===== config.mk =====
export PLATFORM = sky130hd
export DESIGN_NAME = detector_mensajes_multicanal_flat
export DESIGN_NICKNAME = d
export VERILOG_FILES = /design/src/rtl/detector_mensajes_pkg.sv /design/src/rtl/detector_mensajes_multicanal_if.sv /design/src/rtl/acumulador_decimal.sv /design/src/rtl/detector_mensajes_multicanal.sv /design/src/flat_wrapper.sv
export SDC_FILE = /design/constraint.sdc
export NUM_CORES = 1
export LEC_CHECK = 0
export ABC_AREA = 1
export BUFFER_PORTS_ARGS = -buffer_cell sky130_fd_sc_hd__buf_2
export CELL_PAD_IN_SITES_DETAIL_PLACEMENT = 1
export CELL_PAD_IN_SITES_GLOBAL_PLACEMENT = 2
export CORE_MARGIN = 2
export CORE_UTILIZATION = 32
export DETAILED_ROUTE_END_ITERATION = 12
export MAX_ROUTING_LAYER = met4
export PLACE_DENSITY_LB_ADDON = 0.1
export SYNTH_ARGS = -nofsm -noshare
export SYNTH_HDL_FRONTEND = slang
export SYNTH_HIERARCHICAL = 1
export SYNTH_SLANG_ARGS = --single-unit

===== constraint.sdc =====
create_clock -name CLOCK_50 -period 2.77 [get_ports CLOCK_50]
set_clock_uncertainty 0.2 [all_clocks]
set_input_delay 0.4155 -clock CLOCK_50 [delete_from_list [all_inputs] [get_ports CLOCK_50]]
set_output_delay 0.4155 -clock CLOCK_50 [all_outputs]
set_load 0.01 [all_outputs]

===== src/rtl/detector_mensajes_pkg.sv =====
// Shared constants, FSM encoding and constant-width helpers for the multichannel message detector.
package detector_mensajes_pkg;

  localparam logic [7:0] ASCII_0       = 8'd48;
  localparam logic [7:0] ASCII_9       = 8'd57;
  localparam logic [7:0] TERM_ADELANTE = 8'd35;
  localparam logic [7:0] TERM_ATRAS    = 8'd33;

  typedef enum logic [1:0] {
    IDLE = 2'd0,
    HDR  = 2'd1,
    WAIT = 2'd2,
    DATA = 2'd3
  } estado_e;

  // Smallest r with 2**r >= v.
  function automatic int unsigned clog2(input longint unsigned v);
    int unsigned     r;
    longint unsigned p;
    r = 0;
    p = 1;
    while (p < v) begin
      p = p << 1;
      r++;
    end
    return r;
  endfunction

  function automatic longint unsigned pow10(input int unsigned n);
    longint unsigned p;
    p = 1;
    for (int unsigned i = 0; i < n; i++) p = p * 10;
    return p;
  endfunction

endpackage


===== src/rtl/detector_mensajes_multicanal_if.sv =====
// UART byte handshake: the receiver offers a byte with rdy, the detector consumes it with rdy_clr.
interface detector_mensajes_multicanal_if;
  logic       rdy;
  logic [7:0] dout;
  logic       rdy_clr;

  modport master (output rdy, output dout, input rdy_clr);
  modport slave  (input rdy, input dout, output rdy_clr);
endinterface


===== src/rtl/acumulador_decimal.sv =====
// Decimal digit accumulator: acc = acc*10 + digit, with a digit counter and a full flag.
module acumulador_decimal
  import detector_mensajes_pkg::*;
#(
  parameter  int unsigned ANCHO_ACC   = 10,
  parameter  int unsigned MAX_DIGITOS = 3,
  localparam int unsigned ANCHO_CNT   = clog2(MAX_DIGITOS + 1)
) (
  input  logic                 clk,
  input  logic                 rst_n,
  input  logic                 clr,
  input  logic                 cargar,
  input  logic [3:0]           digito,
  output logic [ANCHO_ACC-1:0] acc,
  output logic [ANCHO_CNT-1:0] cnt,
  output logic                 lleno_c
);

  logic [ANCHO_ACC-1:0] acc_q, acc_d;
  logic [ANCHO_CNT-1:0] cnt_q, cnt_d;

  assign lleno_c = (cnt_q == ANCHO_CNT'(MAX_DIGITOS));

  // The width is sized for MAX_DIGITOS nines, so the product never wraps.
  always_comb begin
    acc_d = acc_q;
    cnt_d = cnt_q;
    if (clr) begin
      acc_d = '0;
      cnt_d = '0;
    end else if (cargar && !lleno_c) begin
      acc_d = acc_q * ANCHO_ACC'(10) + ANCHO_ACC'(digito);
      cnt_d = cnt_q + ANCHO_CNT'(1);
    end
  end

  always_ff @(posedge clk or negedge rst_n) begin
    if (!rst_n) begin
      acc_q <= '0;
      cnt_q <= '0;
    end else begin
      acc_q <= acc_d;
      cnt_q <= cnt_d;
    end
  end

  assign acc = acc_q;
  assign cnt = cnt_q;

endmodule


===== src/rtl/detector_mensajes_multicanal.sv =====
// Decodes <letter><digits><'#'|'!'> frames from a UART into per-channel motor value/direction outputs,
// with saturation, digit limit, inter-byte timeout, resync on a new letter and an abort pulse.
module detector_mensajes_multicanal
  import detector_mensajes_pkg::*;
#(
  parameter int unsigned N_CANALES      = 4,
  parameter int unsigned ANCHO          = 8,
  parameter int unsigned MAX_VALOR      = 255,
  parameter int unsigned MAX_DIGITOS    = 3,
  parameter int unsigned TIMEOUT_CICLOS = 5_000_000
) (
  input  logic                         CLOCK_50,
  input  logic                         RESET_N,
  detector_mensajes_multicanal_if.slave bus,
  input  logic [8*N_CANALES-1:0]       LETRAS_DETECTAR,
  output logic [ANCHO*N_CANALES-1:0]   SALIDA_AL_MOTOR,
  output logic [N_CANALES-1:0]         SALIDA_DIRECCION,
  output logic [N_CANALES-1:0]         SALIDA_VALIDA,
  output logic [N_CANALES-1:0]         SALIDA_SATURADA,
  output logic                         ERROR_TRAMA
);

  localparam int unsigned ANCHO_ACC = clog2(pow10(MAX_DIGITOS));
  localparam int unsigned ANCHO_CNT = clog2(MAX_DIGITOS + 1);
  localparam int unsigned ANCHO_CH  = (N_CANALES > 1) ? clog2(N_CANALES) : 1;
  localparam int unsigned ANCHO_TMR = (TIMEOUT_CICLOS > 1) ? clog2(TIMEOUT_CICLOS) : 1;
  localparam logic [ANCHO_TMR-1:0] TMR_FIN =
    ANCHO_TMR'((TIMEOUT_CICLOS == 0) ? 0 : TIMEOUT_CICLOS - 1);

  estado_e                      estado_q, estado_d;
  logic [ANCHO_CH-1:0]          ch_q, ch_d;
  logic [ANCHO_TMR-1:0]         timer_q, timer_d;
  logic                         guard_q, guard_d;
  logic                         rdy_clr_q, rdy_clr_d;
  logic [ANCHO*N_CANALES-1:0]   motor_q, motor_d;
  logic [N_CANALES-1:0]         dir_q, dir_d;
  logic [N_CANALES-1:0]         valida_q, valida_d;
  logic [N_CANALES-1:0]         sat_q, sat_d;
  logic                         error_q, error_d;

  logic                         acc_clr_c, acc_cargar_c, lleno_c;
  logic [ANCHO_ACC-1:0]         acc;
  logic [ANCHO_CNT-1:0]         cnt;
  logic                         es_digito_c, es_term_c, hay_letra_c, sat_c;
  logic [ANCHO_CH-1:0]          letra_idx_c;
  logic [ANCHO-1:0]             valor_c;

  acumulador_decimal #(
    .ANCHO_ACC   (ANCHO_ACC),
    .MAX_DIGITOS (MAX_DIGITOS)
  ) u_acc (
    .clk     (CLOCK_50),
    .rst_n   (RESET_N),
    .clr     (acc_clr_c),
    .cargar  (acc_cargar_c),
    .digito  (4'(bus.dout - ASCII_0)),
    .acc     (acc),
    .cnt     (cnt),
    .lleno_c (lleno_c)
  );

  assign es_digito_c = (bus.dout >= ASCII_0) && (bus.dout <= ASCII_9);
  assign es_term_c   = (bus.dout == TERM_ADELANTE) || (bus.dout == TERM_ATRAS);
  assign sat_c       = (32'(acc) > MAX_VALOR);
  assign valor_c     = sat_c ? ANCHO'(MAX_VALOR) : ANCHO'(acc);

  // Lowest matching channel wins; digits and terminators never count as letters.
  always_comb begin
    hay_letra_c = 1'b0;
    letra_idx_c = '0;
    for (int unsigned i = 0; i < N_CANALES; i++) begin
      if (!hay_letra_c && (bus.dout == LETRAS_DETECTAR[8*i +: 8])) begin
        hay_letra_c = 1'b1;
        letra_idx_c = ANCHO_CH'(i);
      end
    end
    if (es_digito_c || es_term_c) hay_letra_c = 1'b0;
  end

  always_comb begin
    estado_d     = estado_q;
    ch_d         = ch_q;
    timer_d      = timer_q;
    motor_d      = motor_q;
    dir_d        = dir_q;
    sat_d        = sat_q;
    valida_d     = '0;
    error_d      = 1'b0;
    acc_clr_c    = 1'b0;
    acc_cargar_c = 1'b0;
    case (estado_q)
      IDLE: if (bus.rdy && !guard_q) estado_d = HDR;
      HDR: begin
        estado_d = IDLE;
        if (hay_letra_c) begin
          ch_d      = letra_idx_c;
          acc_clr_c = 1'b1;
          timer_d   = '0;
          estado_d  = WAIT;
        end
      end
      WAIT: begin
        if (bus.rdy && !guard_q) begin
          estado_d = DATA;
        end else if (TIMEOUT_CICLOS != 0) begin
          if (timer_q == TMR_FIN) begin
            error_d  = 1'b1;
            estado_d = IDLE;
          end else begin
            timer_d = timer_q + ANCHO_TMR'(1);
          end
        end
      end
      DATA: begin
        timer_d  = '0;
        estado_d = IDLE;
        if (es_digito_c) begin
          if (lleno_c) error_d = 1'b1;
          else begin
            acc_cargar_c = 1'b1;
            estado_d     = WAIT;
          end
        end else if (es_term_c) begin
          if (cnt == '0) error_d = 1'b1;
          else begin
            motor_d[ANCHO*ch_q +: ANCHO] = valor_c;
            dir_d[ch_q]    = (bus.dout == TERM_ADELANTE);
            sat_d[ch_q]    = sat_c;
            valida_d[ch_q] = 1'b1;
          end
        end else if (hay_letra_c) begin
          ch_d      = letra_idx_c;
          acc_clr_c = 1'b1;
          estado_d  = WAIT;
        end else begin
          error_d = 1'b1;
        end
      end
      default: estado_d = IDLE;
    endcase
    // The UART needs a cycle to drop rdy after each consume strobe.
    guard_d   = rdy_clr_q;
    rdy_clr_d = (estado_d == HDR) || (estado_d == DATA);
  end

  always_ff @(posedge CLOCK_50 or negedge RESET_N) begin
    if (!RESET_N) begin
      estado_q  <= IDLE;
      ch_q      <= '0;
      timer_q   <= '0;
      guard_q   <= 1'b0;
      rdy_clr_q <= 1'b0;
      motor_q   <= '0;
      dir_q     <= '0;
      valida_q  <= '0;
      sat_q     <= '0;
      error_q   <= 1'b0;
    end else begin
      estado_q  <= estado_d;
      ch_q      <= ch_d;
      timer_q   <= timer_d;
      guard_q   <= guard_d;
      rdy_clr_q <= rdy_clr_d;
      motor_q   <= motor_d;
      dir_q     <= dir_d;
      valida_q  <= valida_d;
      sat_q     <= sat_d;
      error_q   <= error_d;
    end
  end

  assign bus.rdy_clr       = rdy_clr_q;
  assign SALIDA_AL_MOTOR   = motor_q;
  assign SALIDA_DIRECCION  = dir_q;
  assign SALIDA_VALIDA     = valida_q;
  assign SALIDA_SATURADA   = sat_q;
  assign ERROR_TRAMA       = error_q;

endmodule

===== src/flat_wrapper.sv =====
// flat-port wrapper written by rule: the top's interface ports become plain ports
module detector_mensajes_multicanal_flat import detector_mensajes_pkg::*;
#(
  parameter int unsigned N_CANALES      = 4,
  parameter int unsigned ANCHO          = 8,
  parameter int unsigned MAX_VALOR      = 255,
  parameter int unsigned MAX_DIGITOS    = 3,
  parameter int unsigned TIMEOUT_CICLOS = 5_000_000
)
  (CLOCK_50, RESET_N, LETRAS_DETECTAR, SALIDA_AL_MOTOR, SALIDA_DIRECCION, SALIDA_VALIDA, SALIDA_SATURADA, ERROR_TRAMA, bus_rdy, bus_dout, bus_rdy_clr);
  detector_mensajes_multicanal_if bus_i ();
  input  logic CLOCK_50;
  input  logic RESET_N;
  input  logic [8*N_CANALES-1:0] LETRAS_DETECTAR;
  output logic [ANCHO*N_CANALES-1:0] SALIDA_AL_MOTOR;
  output logic [N_CANALES-1:0] SALIDA_DIRECCION;
  output logic [N_CANALES-1:0] SALIDA_VALIDA;
  output logic [N_CANALES-1:0] SALIDA_SATURADA;
  output logic ERROR_TRAMA;
  input wire logic [$bits(bus_i.rdy)-1:0] bus_rdy;
  input wire logic [$bits(bus_i.dout)-1:0] bus_dout;
  output wire logic [$bits(bus_i.rdy_clr)-1:0] bus_rdy_clr;
  assign bus_i.rdy = bus_rdy;
  assign bus_i.dout = bus_dout;
  assign bus_rdy_clr = bus_i.rdy_clr;
  detector_mensajes_multicanal #(.N_CANALES(N_CANALES), .ANCHO(ANCHO), .MAX_VALOR(MAX_VALOR), .MAX_DIGITOS(MAX_DIGITOS), .TIMEOUT_CICLOS(TIMEOUT_CICLOS)) u_core (.CLOCK_50(CLOCK_50), .RESET_N(RESET_N), .bus(bus_i), .LETRAS_DETECTAR(LETRAS_DETECTAR), .SALIDA_AL_MOTOR(SALIDA_AL_MOTOR), .SALIDA_DIRECCION(SALIDA_DIRECCION), .SALIDA_VALIDA(SALIDA_VALIDA), .SALIDA_SATURADA(SALIDA_SATURADA), .ERROR_TRAMA(ERROR_TRAMA));
endmodule

==> results of run 1 <==
[cell families after synthesis]
group | Yosys count | synth area share
AOI/OAI and AO/OA | 72 | 0.0885
xor gates and xnor gates | 16 | 0.0239
and+or+nand+nor | 504 | 0.371
buffers and inverters | 126 | 0.0972
DFF | 86 | 0.368
adders and majority gates | 23 | 0.0517
[routing by layer]
metal | wire (µm) | global-route usage | part of all wire | vias up
li1 | - | - | - | 2748
met1 | 7870 | 0.227 | 0.48 | 2547
met2 | 7920 | 0.302 | 0.48 | 61
met3 | 440 | 0.0296 | 0.027 | 17
met4 | 241 | 0.0441 | 0.015 | 0
met5 | 0 | - | 0 | -
[worst register-to-register path: cells and delay by family (launching register included)]
family	cells	cell delay (ns)
adders and majority gates	3	1.15
and+or+nand+nor	7	0.63
DFF	1	0.42
buffers and inverters	1	0.07
[registers in the layout, summed over array words and instances (netlist names)]
name                     cells
u_core/SALIDA_AL_MOTOR      32
u_core/timer_q              23
u_core/u_acc/acc            10
u_core/SALIDA_DIRECCION      4
u_core/SALIDA_SATURADA       4
u_core/SALIDA_VALIDA         4
u_core/ch_q                  2
u_core/estado_q              2
u_core/u_acc/cnt             2
u_core/ERROR_TRAMA           1
u_core/bus.rdy_clr           1
u_core/guard_q               1
[power groups by stage]
stage / combinational (mW) / sequential (mW) / clock, mW
2_1_floorplan: 0.707 / 1.41 / 0
3_3_place_gp: 0.963 / 1.43 / 0
3_5_place_dp: 0.992 / 1.44 / 0
4_1_cts: 0.999 / 1.42 / 1.37
5_1_grt: 1.13 / 1.43 / 1.43
6_report: 0.980 / 1.41 / 1.33
[how the worst min path moves through the flow]
stage,start,to,slack (ns),cells past startpoint
3_3_place_gp,RESET_N,u_core/u_acc/acc[8]$_DFFE_PN0P_,0.15,1
6_report,u_core/bus.rdy_clr$_DFF_PN0_,u_core/guard_q$_DFF_PN0_,0.17,0
2_1_floorplan,RESET_N,u_core/ERROR_TRAMA$_DFF_PN0_,-0.08,0
3_5_place_dp,RESET_N,u_core/u_acc/acc[8]$_DFFE_PN0P_,0.15,1
4_1_cts,u_core/bus.rdy_clr$_DFF_PN0_,u_core/guard_q$_DFF_PN0_,0.18,0
5_1_grt,u_core/bus.rdy_clr$_DFF_PN0_,u_core/guard_q$_DFF_PN0_,0.20,0
[Yosys cell counts (2+ instances only)]
library cell  number  share of area
a21oi_1           15          0.013
a22o_1             2         0.0030
buf_2              4         0.0034
buf_6             12          0.023
clkbuf_1           6         0.0038
dfrtp_1           86           0.37
fa_1               2         0.0068
ha_1              21          0.045
inv_1             90          0.058
inv_2             11         0.0071
nand2_1          303           0.19
nand2_2            6         0.0064
nand2_4            5         0.0096
nand3_1           70          0.060
nand4_1           11          0.012
nor2_1            81          0.052
nor2_2             4         0.0043
nor2_4             3         0.0058
nor3_1            12          0.010
nor3b_1            2         0.0026
o21ai_0           13          0.011
o21ai_1            2         0.0017
o21ai_2           39          0.058
xnor2_1            3         0.0045
xor2_1            13          0.019
[layout make-up]
cell class,instances,area (µm²),area share
inverters,102,383,0.0562
clock buffers,9,225,0.0331
clock inverters,6,93.8,0.0138
repair buffers,98,533,0.0783
well taps,229,287,0.0421
flip-flops and latches,86,2150,0.316
multi-input cells,615,3130,0.460
[through the flow]
| stage | power, mW | cells | utilization |
|---|---|---|---|
| finish | 3.72 | 1145 | 0.379 |
| detailed placement | 2.43 | 1129 | 0.361 |
| global placement | 2.40 | 1129 | 0.361 |
| floorplan | 2.12 | 827 | - |
| CTS | 3.79 | 1145 | 0.379 |
| global route | 3.99 | 1145 | 0.379 |
==> flow_summary.ini, run 1 <==
[pwr]
seq_power_share = 0.380
clock_power_share = 0.357
p_switching_mw = 1.28
p_per_area_mw_per_mm2 = 547
comb_power_share = 0.263
ir_drop_uv = 328
cellLeakagePower_nw = 3.70
p_sw_frac = 0.344
intPower_mw = 2.44

[yosys]
syn_inst = 827
synth_cell_types = 36
syn_area_per_cell_um2 = 7.08
ys_seq_area_frac = 0.368
ys_seq_elements = 86
netlist_area_mm2 = 0.00585
synth-edff-count = 0
postSynth.asyncResetShare = 1.00
synth_fp_nets = 893
dominantRegCellSynth = dfrtp_1
yosysWarningCount = 6

[timing]
drv_slew = 0
timing.fmax_ghz = 0.394
worst_slew_pin_slew_ns = 0.572
post-route-period-util = 0.917
timing.final.ws_setup_ns = 0.229
hold_ws_ns = 0.174
rsz0062_at_grt = false
maxSlewHeadroom = 0.617
setup_viol = 0
finalSetupTns_ns = 0
hold_viol = 0
min_period_ns = 2.54

[setup_path]
ff2ff_path_depth = 11
cpLargestDelayFamily = adder cells
end_kind = flop
crit_cells = 11
slowest_stage = fa_1
endpoint = u_core/u_acc/acc[8]$_DFFE_PN0P_
r2r-start = u_core/u_acc/acc[1]$_DFFE_PN0P_
cp_slowest_stage_delay_ns = 0.59
crit_buf_inv = 1
cp-start-kind = flop
required_ns = 2.87
rrSetupSlack_ns = 0.23
worstPathArrival_ns = 2.64
path_max_fanout = 4
crit_type = reg2reg
cpMostUsedCell = nand2_1
path_cells = ha_1 -> ha_1 -> fa_1 -> nand2_1 -> inv_1 -> nand4_1 -> nand2_1 -> nand3_1 -> nand2_1 -> nand3_1 -> nand2_1
critPathLaunch = u_core/u_acc/acc[1]$_DFFE_PN0P_
rr_endpoint = u_core/u_acc/acc[8]$_DFFE_PN0P_

[placed_design]
portBuffers = 88
gp_congestion = 0.823
dp_hpwl_um = 12900
place_ws_ns = 0.239
placed_cell_area_mm2 = 0.00648

[routing]
drcViolationCount = 0
ant_nets = 0
firstDrtPassIters = 4
wire_per_inst_um = 14.4
vias = 5373
viasPerCell = 4.69
drt_iter0_drc = 143
routed_wl_um = 16500

[global_route]
antenna_found_initial = 0
grt_usage = 0.180
first_global_vias = 5476
grt_max_degree = 64
grt_pass1_wl_um = 27700
gr-total-overflow = 0

[die]
die_width_um = 139
die_h_um = 139
core.rowCount = 49
io_pins = 89
start_util = 0.326
dieArea_mm2 = 0.0194
design.core.area_mm2 = 0.0180

[cts]
holdBufCountCts = 1
numCtsBuffers = 9
cts.path.max_buffers = 2
cts_max_level = 3
ctsResizeCount = 0
cts_tree = yes
clockRootBuffer = clkbuf_16
clk_latency_ns = 0.35
clkSinkCount = 86
post-cts-setup-buffers = 0
cts.clk_slew.worst_paths_ns = 0.07

[final_layout]
fill_cells = 2289
finalInstanceArea_mm2 = 0.00681
syn_to_final_growth_pct = 16.3
fin_nets = 978
layout.cells.most_common_list = nand2_1, inv_1, buf_2
final_common_cell = nand2_1
drive_gt1_frac = 0.204
diodes = 0

[worst_hold_path]
hold_class = reg2reg

[status]
status = completed

[run]
cap_violations = 0
No activity file was read; power rests on OpenSTA's default activity.
==> run 2: changes to the inputs <==
--- a/config.mk
+++ b/config.mk
@@ -5,12 +5,11 @@
 export SDC_FILE = /design/constraint.sdc
 export NUM_CORES = 1
 export LEC_CHECK = 0
-export ABC_AREA = 1
 export BUFFER_PORTS_ARGS = -buffer_cell sky130_fd_sc_hd__buf_2
 export CELL_PAD_IN_SITES_DETAIL_PLACEMENT = 1
 export CELL_PAD_IN_SITES_GLOBAL_PLACEMENT = 2
 export CORE_MARGIN = 2
-export CORE_UTILIZATION = 32
+export CORE_UTILIZATION = 35
 export DETAILED_ROUTE_END_ITERATION = 12
 export MAX_ROUTING_LAYER = met4
 export PLACE_DENSITY_LB_ADDON = 0.1
==> run 2 against run 1 <==
  * Via count down 27%
  * Count of clock-buffer cells in the layout unchanged
  * Sequential cell count unchanged
  * Cell area down 14%
  * Setup slack worse by 0.079 ns
  * Synthesized area down 18%
  * Sequential share of layout area up 5.1 points
==> flow_summary.ini, run 2 <==
[final_layout]
fin_cells = 761
layout.cells.most_common_list = buf_2, dfrtp_1, nand2_1
drive_gt1_frac = 0.279
syn_to_final_growth_pct = 22.6
final_common_cell = buf_2
final_util = 0.441
fin_nets = 647
largest_reg_flops = 32
finalInstanceArea_mm2 = 0.00586
diodes = 0

[yosys]
syn_inst = 483
synth_cell_types = 56
synthTopCellsByArea = dfrtp_1, xor2_1, ha_1, o31ai_1, nand2_1
synth-edff-count = 0
syn_area_per_cell_um2 = 9.89
ys_seq_area_frac = 0.450
dominantRegCellSynth = dfrtp_1
synth_fp_nets = 549
synth_top_area_cell = dfrtp_1
ys_seq_elements = 86
netlist_area_mm2 = 0.00478
synth_top_cell_area_share = 0.450
yosysMostFrequentCell = dfrtp_1
postSynth.asyncResetShare = 1.00
synth_common_cells = dfrtp_1, nand2_1, xor2_1
yosysWarningCount = 6

[die]
die_width_um = 121
start_util = 0.359
io_pins = 89
design.core.area_mm2 = 0.0133
core.rowCount = 42
die_h_um = 121
dieArea_mm2 = 0.0146

[global_route]
gr-total-overflow = 0
grt_max_degree = 77
first_global_vias = 4107
grt-busiest-layer = met2
met2_usage = 0.305
met1_usage = 0.239
antenna_found_initial = 0
grt_usage = 0.188
grt_pass1_wl_um = 21100
grtUsageMet3 = 0.0363

[pwr]
comb_power_share = 0.100
p_per_area_mw_per_mm2 = 477
intPower_mw = 2.08
ir_drop_uv = 252
p_sw_frac = 0.255
cellLeakagePower_nw = 2.88
p_total_mw = 2.79
seq_power_share = 0.465
p_switching_mw = 0.713
clock_power_share = 0.435

[routing]
drt_iter0_drc = 172
drcViolationCount = 0
routed_wl_um = 12600
wire_per_inst_um = 16.5
ant_nets = 0
viasPerCell = 5.16
vias = 3929
firstDrtPassIters = 4

[timing]
min_period_ns = 2.62
worst_slew_pin_slew_ns = 0.729
setup_viol = 0
hold_viol = 0
drv_slew = 0
post-route-period-util = 0.946
finalSetupTns_ns = 0
timing.fmax_ghz = 0.382
maxSlewHeadroom = 0.512
rsz0062_at_grt = false

[setup_path]
cp-start-kind = flop
crit_type = reg2reg
end_kind = flop
worstPathArrival_ns = 2.64
path_max_fanout = 2
required_ns = 2.79
ff2ff_path_depth = 9

[worst_hold_path]
hold_class = reg2reg
holdPathStages = 0

[cts]
clk_latency_ns = 0.34
cts.path.max_buffers = 2
cts_tree = yes
numCtsBuffers = 9
clkSinkCount = 86
cts.clk_slew.worst_paths_ns = 0.07
clockRootBuffer = clkbuf_16
cts_max_level = 3

[placed_design]
gp_congestion = 0.774
dp_hpwl_um = 9560
numPlacedInstances = 745
placed_cell_area_mm2 = 0.00554
portBuffers = 88

[run]
cap_violations = 0

[status]
status = completed
==> run 2: power groups by stage <==
stage | clock, mW | combinational (mW) | sequential [mW]
after detailed placement | 0 | 0.282 | 1.32
after floorplan | 0 | 0.150 | 1.31
after global placement | 0 | 0.276 | 1.32
after global routing | 1.30 | 0.317 | 1.30
after CTS | 1.25 | 0.285 | 1.30
final | 1.21 | 0.278 | 1.30
==> run 2: critical path: stages, from the launching register on <==
cell and delay [ns]:
dfrtp_1 0.38, ha_1 0.30, ha_1 0.25, fa_2 0.58, nand2_4 0.06, nor2_2 0.10, or2b_1 0.26, nor2_1 0.14
xor2_1 0.16, o21ai_1 0.07
==> run 2: layer usage <==
metal / vias up / part of all wire
li1: 1907 / -
met1: 1941 / 0.47
met4: 0 / 0.015
met2: 69 / 0.49
met3: 12 / 0.031
met5: - / 0
==> run 2: stage by stage <==
stage,worst slack [ns],hold WS [ns]
after floorplan,0.107,-0.0801
after global placement,0.0493,0.0608
after detailed placement,-0.0246,0.0674
after CTS,0.00813,0.179
after global routing,0.0216,0.187
final,0.151,0.177
==> run 2: cell type report <==
cell class	count	area, µm²
clock inverters	6	71.3
flip-flops and latches	86	2150
clock buffers	9	225
well taps	176	220
inverters	15	56.3
repair buffers	108	658
multi-input cells	361	2470
fillers	1557	7440
==> run 2: final timing paths <==
path                                                 startpoint                                      to  slack (ns)
worst max-delay path            u_core/u_acc/acc[1]$_DFFE_PN0P_         u_core/u_acc/acc[8]$_DFFE_PN0P_        0.15
worst min-delay path               u_core/bus.rdy_clr$_DFF_PN0_                u_core/guard_q$_DFF_PN0_        0.18
worst max register to register  u_core/u_acc/acc[1]$_DFFE_PN0P_         u_core/u_acc/acc[8]$_DFFE_PN0P_        0.15
worst min register to register     u_core/bus.rdy_clr$_DFF_PN0_                u_core/guard_q$_DFF_PN0_        0.18
max in group asynchronous                               RESET_N           u_core/timer_q[1]$_DFFE_PN0P_        1.48
min in group asynchronous                               RESET_N  u_core/SALIDA_AL_MOTOR[15]$_DFFE_PN0P_        0.25
==> run 2: kinds of logic after synthesis <==
family	share of synthesized area
AO/OA/AOI/OAI	0.157
XOR/XNOR	0.0854
adder cells (fa/ha/maj)	0.0634
buffers and inverters	0.0346
flip-flops	0.450
multiplexers	0.0212
AND/OR/NAND/NOR	0.188
==> run 2: repair_timing <==
item | 4_1_cts | 5_1_grt
endpoints found under the hold margin | 10 | 0
hold buffers | 1 | 0
setup endpoints to repair | 1 | 1
setup buffers | 0 | 0
cloned | 0 | 0
resized for setup | 1 | 2
pin swaps | 1 | 2
==> run 3: changes to the inputs <==
--- a/config.mk
+++ b/config.mk
@@ -8,10 +8,10 @@
 export BUFFER_PORTS_ARGS = -buffer_cell sky130_fd_sc_hd__buf_2
 export CELL_PAD_IN_SITES_DETAIL_PLACEMENT = 1
 export CELL_PAD_IN_SITES_GLOBAL_PLACEMENT = 2
+export CORE_ASPECT_RATIO = 0.6
 export CORE_MARGIN = 2
 export CORE_UTILIZATION = 35
 export DETAILED_ROUTE_END_ITERATION = 12
-export MAX_ROUTING_LAYER = met4
 export PLACE_DENSITY_LB_ADDON = 0.1
 export SYNTH_ARGS = -nofsm -noshare
 export SYNTH_HDL_FRONTEND = slang
==> run 3 against run 2 <==
  * Maximum frequency is 0.55% lower
  * Worst hold slack improved by 0.032 ns
  * Register-to-register slack is essentially flat
  * Critical path depth stayed put
  * Non-clock buffer count shrank 3
  * Via count up 0.20%
  * Clock power hardly changed
  * Count of clock-buffer cells in the layout unchanged
  * Final cell count shrank 0.39%
  * Combinational power fell by 6%
  * Critical path type unchanged
  * Largest power group unchanged
  * Highest routed layer unchanged
==> flow_summary.ini, run 3 (synthesized netlist as in run 2, its figures left out) <==
[global_route]
antenna_found_initial = 0
gr-total-overflow = 0
grt_max_degree = 46
first_global_vias = 4037
grt_usage = 0.195
grt_pass1_wl_um = 22100

[die]
start_util = 0.354
design.core.area_mm2 = 0.0135
die_h_um = 94.5
io_pins = 89
die_width_um = 155
dieArea_mm2 = 0.0146
core.rowCount = 33

[timing]
post-route-period-util = 0.951
setup_viol = 0
hold_ws_ns = 0.209
drv_slew = 0
timing.final.ws_setup_ns = 0.136
hold_viol = 0
min_period_ns = 2.63
maxSlewHeadroom = 0.435
worst_slew_pin_slew_ns = 0.844
rsz0062_at_grt = false
timing.fmax_ghz = 0.380

[run]
cap_violations = 0

[setup_path]
rr_endpoint = u_core/u_acc/acc[9]$_DFFE_PN0P_
required_ns = 2.84
ff2ff_path_depth = 9
rrSetupSlack_ns = 0.14
end_kind = flop
worstPathArrival_ns = 2.71
r2r-start = u_core/u_acc/acc[1]$_DFFE_PN0P_
crit_type = reg2reg
cp-start-kind = flop
path_max_fanout = 2

[final_layout]
drive_gt1_frac = 0.278
layout.cells.most_common_list = buf_2, dfrtp_1, nand2_1
syn_to_final_growth_pct = 21.7
largest_reg_flops = 32
diodes = 0
final_common_cell = buf_2
multi_input_area_mm2 = 0.00248
fin_nets = 644
regArea_mm2 = 0.00215
finalInstanceArea_mm2 = 0.00581
final_util = 0.431
fill_cells = 1566

[routing]
vias = 3937
ant_nets = 0
routed_wl_um = 13400
firstDrtPassIters = 4
drcViolationCount = 0
viasPerCell = 5.19
drt_iter0_drc = 150
wire_per_inst_um = 17.7

[status]
status = completed

[worst_hold_path]
holdPathEnd = u_core/bus.rdy_clr$_DFF_PN0_
hold_class = in2reg
hold_path_startpoint = bus_rdy
holdPathStages = 3

[cts]
clk_latency_ns = 0.35
cts_tree = yes
cts_max_level = 3
cts.clk_slew.worst_paths_ns = 0.07
clockRootBuffer = clkbuf_16
clkSinkCount = 86
numCtsBuffers = 9
cts.path.max_buffers = 2

[placed_design]
place_ws_ns = -0.0350
portBuffers = 88
dp_hpwl_um = 10200
placed_cell_area_mm2 = 0.00548
gp_congestion = 0.796

[pwr]
ir_drop_uv = 240
p_per_area_mw_per_mm2 = 481
cellLeakagePower_nw = 2.86
run 3: changes by cell type in the layout (fill, tap and decap cells not counted):
cell,previous run,this run
buf_12,5,3
clkinv_2,0,2
buf_4,15,14
inv_6,2,1
nor2_1,26,25
nor2_2,3,4
run 3: area by class of cell:
cell class	instances	area share
Clock inverter	7	0.0125
Timing Repair Buffer	105	0.105
Tap cell	175	0.0377
Inverter	15	0.00969
Clock buffer	9	0.0387
Sequential cell	86	0.370
Multi-Input combinational cell	361	0.426
run 3: routing by layer:
layer	part of all wire	up-vias	wire length, µm	GRT usage
met3	0.043	9	577	0.0408
met2	0.40	88	5340	0.272
met5	0	-	0	0
li1	-	1894	-	-
met1	0.55	1946	7360	0.304
met4	0.0084	0	112	0.0440
run 3: critical path: stages (launching register included):
cell and delay, ns:
dfrtp_1 0.39, ha_1 0.30, ha_1 0.24, fa_2 0.36
a21o_1 0.20, a21oi_2 0.19, xor2_2 0.11, nor3_2 0.19
xnor3_1 0.24, o21ai_1 0.14
run 3: through the flow:
stage	std cells	setup TNS, ns	total power [mW]
2_1_floorplan	483	0	1.46
3_3_place_gp	740	0	1.57
3_5_place_dp	740	-0.153	1.59
4_1_cts	758	0	2.83
5_1_grt	758	0	2.92
6_report	758	0	2.79
run 3: worst max path at each step:
stage | startpoint | to | slack, ns | cells past startpoint
2_1_floorplan | u_core/u_acc/acc[1]$_DFFE_PN0P_ | u_core/u_acc/acc[9]$_DFFE_PN0P_ | 0.11 | 9
3_3_place_gp | bus_dout[1] | u_core/u_acc/acc[1]$_DFFE_PN0P_ | 0.06 | 10
3_5_place_dp | bus_dout[1] | u_core/u_acc/acc[1]$_DFFE_PN0P_ | -0.04 | 10
4_1_cts | u_core/u_acc/acc[1]$_DFFE_PN0P_ | u_core/u_acc/acc[9]$_DFFE_PN0P_ | 0.003 | 9
5_1_grt | u_core/u_acc/acc[1]$_DFFE_PN0P_ | u_core/u_acc/acc[8]$_DFFE_PN0P_ | 0.03 | 9
6_report | u_core/u_acc/acc[1]$_DFFE_PN0P_ | u_core/u_acc/acc[9]$_DFFE_PN0P_ | 0.14 | 9
run 3: repair_timing:
item                                   in CTS  in global routing
resized for setup                           1                  3
setup buffers                               1                  0
endpoints found under the hold margin      44                  0
setup endpoints to repair                   1                  2
hold buffers                                1                  0
pin swaps                                   1                  4
run 3: where the power goes:
group          internal, mW  switching [mW]
clock network         0.701           0.531
logic                0.0917           0.169
registers              1.27          0.0294
